[config.mk]
export PLATFORM = sky130hd
export DESIGN_NAME = lc4_divider_seq
export DESIGN_NICKNAME = d
export VERILOG_FILES = /design/src/rtl/lc4_defs.sv /design/src/rtl/lc4_div_step.sv /design/src/rtl/lc4_divider_seq.sv
export SDC_FILE = /design/constraint.sdc
export NUM_CORES = 1
export LEC_CHECK = 0
export ABC_AREA = 1
export CELL_PAD_IN_SITES_DETAIL_PLACEMENT = 1
export CELL_PAD_IN_SITES_GLOBAL_PLACEMENT = 1
export CORE_MARGIN = 5
export CORE_UTILIZATION = 38
export CTS_BUF_LIST = sky130_fd_sc_hd__clkbuf_8
export CTS_CLUSTER_SIZE = 30
export DETAILED_ROUTE_END_ITERATION = 8
export GPL_ROUTABILITY_DRIVEN = 0
export PLACE_DENSITY = 0.81
export SKIP_LAST_GASP = 1
export SYNTH_ARGS = -nofsm -noshare
export SYNTH_HDL_FRONTEND = slang
export SYNTH_SLANG_ARGS = --single-unit
export TNS_END_PERCENT = 10
[constraint.sdc]
create_clock -name clk -period 2.05 [get_ports clk]
set_input_delay 0.41 -clock clk [delete_from_list [all_inputs] [get_ports clk]]
set_output_delay 0.41 -clock clk [all_outputs]
set_load 0.02 [all_outputs]
[src/rtl/lc4_defs.sv]
// rtl/lc4_defs.sv - shared LC4 execute-stage definitions for the divider and ALU result mux
package lc4_defs;

  typedef enum logic [1:0] {
    DIV_IDLE = 2'd0,
    DIV_RUN  = 2'd1,
    DIV_DONE = 2'd2
  } divState_t;

  // Sub-opcode fields that steer the ALU result mux onto o_quotient / o_remainder
  localparam logic [2:0] LC4_SUBOP_DIV = 3'b011;
  localparam logic [1:0] LC4_SUBOP_MOD = 2'b11;

endpackage

[src/rtl/lc4_div_step.sv]
// rtl/lc4_div_step.sv - one combinational restoring-division iteration
module lc4_div_step #(
  parameter int WIDTH = 16
) (
  input  logic [WIDTH-1:0] rem_in,
  input  logic [WIDTH-1:0] quo_in,
  input  logic [WIDTH-1:0] divisor,
  output logic [WIDTH-1:0] rem_out,
  output logic [WIDTH-1:0] quo_out
);

  logic [WIDTH:0] shifted;
  logic [WIDTH:0] diff;
  logic           fits;

  // WIDTH+1 bit compare: the borrow out of the subtract is the "does not fit" flag
  always_comb begin
    shifted = {rem_in, quo_in[WIDTH-1]};
    diff    = shifted - {1'b0, divisor};
    fits    = ~diff[WIDTH];
    rem_out = fits ? diff[WIDTH-1:0] : shifted[WIDTH-1:0];
    quo_out = {quo_in[WIDTH-2:0], fits};
  end

endmodule

[src/rtl/lc4_divider_seq.sv]
// rtl/lc4_divider_seq.sv - iterative unsigned divider for LC4 DIV/MOD, one bit per cycle
module lc4_divider_seq
  import lc4_defs::*;
#(
  parameter int WIDTH = 16
) (
  input  logic             clk,
  input  logic             rst_n,
  input  logic             i_start,
  input  logic [WIDTH-1:0] i_dividend,
  input  logic [WIDTH-1:0] i_divisor,
  output logic             o_busy,
  output logic             o_valid,
  output logic [WIDTH-1:0] o_quotient,
  output logic [WIDTH-1:0] o_remainder
);

  localparam int CW = $clog2(WIDTH);
  localparam logic [CW-1:0] LAST = CW'(WIDTH - 1);

  divState_t      state, nextState;
  logic [CW-1:0]  count;
  logic [WIDTH-1:0] remReg, quoReg, divReg;
  logic [WIDTH-1:0] remNext, quoNext;
  logic           divZero;
  logic           accept, stepEn, finish;

  lc4_div_step #(.WIDTH(WIDTH)) u_step (
    .rem_in (remReg),
    .quo_in (quoReg),
    .divisor(divReg),
    .rem_out(remNext),
    .quo_out(quoNext)
  );

  always_ff @(posedge clk or negedge rst_n) begin
    if (!rst_n) state <= DIV_IDLE;
    else        state <= nextState;
  end

  always_comb begin
    nextState = state;
    accept    = 1'b0;
    stepEn    = 1'b0;
    finish    = 1'b0;
    case (state)
      DIV_IDLE: begin
        if (i_start) begin
          accept    = 1'b1;
          nextState = DIV_RUN;
        end
      end
      DIV_RUN: begin
        stepEn = 1'b1;
        if (count == LAST) begin
          finish    = 1'b1;
          nextState = DIV_DONE;
        end
      end
      DIV_DONE: begin
        if (i_start) begin
          accept    = 1'b1;
          nextState = DIV_RUN;
        end else begin
          nextState = DIV_IDLE;
        end
      end
      default: nextState = DIV_IDLE;
    endcase
  end

  // quoReg starts as the dividend and is shifted out MSB-first while quotient bits shift in
  always_ff @(posedge clk or negedge rst_n) begin
    if (!rst_n) begin
      remReg      <= '0;
      quoReg      <= '0;
      divReg      <= '0;
      divZero     <= 1'b0;
      count       <= '0;
      o_quotient  <= '0;
      o_remainder <= '0;
    end else if (accept) begin
      remReg  <= '0;
      quoReg  <= i_dividend;
      divReg  <= i_divisor;
      divZero <= (i_divisor == '0);
      count   <= '0;
    end else if (stepEn) begin
      remReg <= remNext;
      quoReg <= quoNext;
      count  <= count + CW'(1);
      if (finish) begin
        o_quotient  <= divZero ? '0 : quoNext;
        o_remainder <= divZero ? '0 : remNext;
      end
    end
  end

  assign o_busy  = (state == DIV_RUN);
  assign o_valid = (state == DIV_DONE);

endmodule
==> results_dict.tcl <==
set metrics [dict create \
    crit_arrival_ns 2.57 \
    setup_violations 34 \
    wirelength_um 18100 \
    drive_gt1_share_pct 19.1 \
    r2r_end "o_remainder[10]$_DFFE_PN0P_" \
    startpoint "divReg[0]$_DFFE_PN0P_" \
    cpMostUsedCell "nand2_2" \
    top_layer "met4" \
    io_buffer_count 68 \
    coreArea_um2 12600 \
    endpoint_kind "flop" \
    yosys_register_bits 87 \
    grt_pass1_vias 5201 \
    grt_use_total_pct 23.0 \
    ctsHoldBuffers 0 \
    cts.sinks 87 \
    finalCritPeriodShare_pct 113 \
    wl_met3_um 814 \
    dieArea_um2 15300 \
    crit_type "flop to flop" \
    slew_violations 0 \
    status "finished, violations left" \
    required_ns 2.32 \
    dieHeight_um 124 \
    min-delay-path-class "input port to asynchronous set/reset pin" \
    critPathLaunchType "flop" \
    cts_tree "built" \
    viasPerCell 5.32 \
    setup_ws_ns -0.256 \
    yosysSeqAreaShare_pct 44.4 \
    syn_inst 637 \
    cts_buffers 9 \
    grt_max_degree 39 \
    row_count 41 \
    insertion_delay_ns 0.39 \
    max_freq_mhz 434 \
    grt_pass1_wl_um 26700 \
    die_width_um 124 \
    synth_flop_cell "dfrtp_1" \
    dpl_cell_area_um2 5940 \
    layout.nets 793 \
    min_period_ns 2.31 \
    worst_pin_slew_ns 0.578 \
    fill_cells 1570 \
    wl_per_cell_um 19.7 \
    antenna_found_initial 0 \
    slowest_delay_ns 0.41 \
    num_vias 4875 \
    rsz0062_at_grt "yes" \
    drt_first_pass_iters 4 \
    layout_commonest_cell "nand2_1" \
    r2r_slack_ns -0.26 \
    cap_violations 0 \
    r2r-start "divReg[0]$_DFFE_PN0P_" \
    hold_viol_final 0 \
    syn_nets 690 \
    remaining_drc_errors 0 \
    synth_enable_flop_cells 0 \
    drtIter0Drc 231 \
    path_max_fanout 4 \
    slew_headroom_pct 61.5 \
    hpwl_um 11700 \
    finalClockSkew_ns 0.0179 \
    synthArstFlopShare_pct 100 \
    initial_core_util_pct 38.8 \
    clockRootBuffer "clkbuf_8" \
    cpMaxStageDelayCell "dfrtp_1" \
    io_pins 69 \
    fin_area_um2 6720 \
    path_clk_slew_ns 0.10 \
    rr_worst_depth 14 \
    synthDistinctLibCells 33 \
    cp_cell_sequence "ha_2 > fa_2 > inv_2 > nand2_2 > nand2_2 > nand3_2 > nand2_2 > nand2_4 > nand3_4 > buf_12 > buf_6 > nand3_4 > nand3_2 > nand2_1" \
    clockBufferDepth 2 \
    synth.avg_cell_area_um2 7.69 \
    htreeDepth 3 \
    violations "negative setup slack" \
    grt_overflow_total 0 \
    antenna_cells 0 \
    wl_met1_um 7210 \
    syn2layout_area_growth_pct 37.1 \
    yosys_warnings 0 \
    synthesis.area_um2 4900 \
    layout_common_cells "nand2_1 (212), inv_1 (104), dfrtp_1 (86)" \
    wl_met2_um 9300 \
    ant_nets 0 \
]
## worst max path at each step
stage | cells past startpoint | endpoint
after floorplan | 16 | remReg[8]$_DFFE_PN0P_
after global placement | 15 | o_remainder[15]$_DFFE_PN0P_
after detailed placement | 14 | remReg[13]$_DFFE_PN0P_
after CTS | 14 | remReg[0]$_DFFE_PN0P_
after global routing | 14 | o_remainder[10]$_DFFE_PN0P_
final | 14 | o_remainder[10]$_DFFE_PN0P_
## Yosys cell counts, types with 2 or more instances
cell type,instances,share of area (%)
nand2_1,218,17
inv_1,104,8.0
dfrtp_1,87,44
nand3_1,61,6.2
o21ai_0,28,2.9
ha_1,17,4.3
nor2_1,15,1.1
o221ai_1,15,2.7
clkbuf_1,12,0.92
a21oi_1,11,1.1
nand2_4,11,2.5
nand2_2,8,1.0
inv_2,6,0.46
o21ai_1,6,0.61
nand4_1,5,0.64
buf_2,4,0.41
xnor2_1,4,0.71
and2_1,3,0.38
nand3b_1,3,0.46
xor2_1,3,0.54
buf_4,2,0.31
nor2_4,2,0.46
nor4_1,2,0.26
## stage by stage
step | util [%] | instances | TNS, ns | hold slack [ns] | worst slack, ns
6_report | 53.2 | 917 | -6.42 | 0.0194 | -0.256
3_5_place_dp | 47.1 | 884 | -3.83 | 0.450 | -0.189
4_1_cts | 50.5 | 910 | -2.22 | 0.0319 | -0.0844
2_1_floorplan | - | 637 | 0 | 0.114 | 0.0392
5_1_grt | 53.2 | 917 | -8.92 | 0.0396 | -0.295
3_3_place_gp | 47.1 | 884 | -0.0540 | 0.441 | -0.0164
## registers in the layout, summed over array words and instances (netlist names)
register     cells
count            4
divReg          16
divZero          1
o_quotient      16
o_remainder     16
quoReg          16
remReg          16
state            2
## layout make-up
class	count	area, um2	area share, %
clock buffer	9	124	1.84
clock inverter	7	56.3	0.838
inverter	110	413	6.15
multi-input combinational	424	2600	38.8
sequential	87	2180	32.4
tap	172	215	3.20
timing repair buffer	108	1130	16.8
## per-layer routing
metal | track usage, % | vias up
li1 | - | 2211
met1 | 27.9 | 2440
met2 | 40.1 | 165
met3 | 4.89 | 59
met4 | 8.86 | 0
met5 | 0 | -
## what timing repair did
item                       in CTS  in global routing
cloned                          4                  1
gates resized for setup        31                 47
pin swaps                      21                 10
setup buffers                   6                  6
setup endpoints to repair      34                 45
## worst max-delay path: cells and delay by family (launching register included)
family | cells | cell delay [ns]
adders and majority gates | 2 | 0.57
buffers and inverters | 3 | 0.38
DFF | 1 | 0.41
and+or+nand+nor | 9 | 0.83
## cell families after synthesis
logic type      share of synthesized area [%]
fa+ha+maj                                4.75
simple gates                             31.0
buf+inv                                  10.5
xor+xnor                                 1.25
flops                                    44.4
compound gates                           8.07
Power is not shown: default switching activity piles up to over one toggle a cycle in this logic, so the estimate is an artifact.
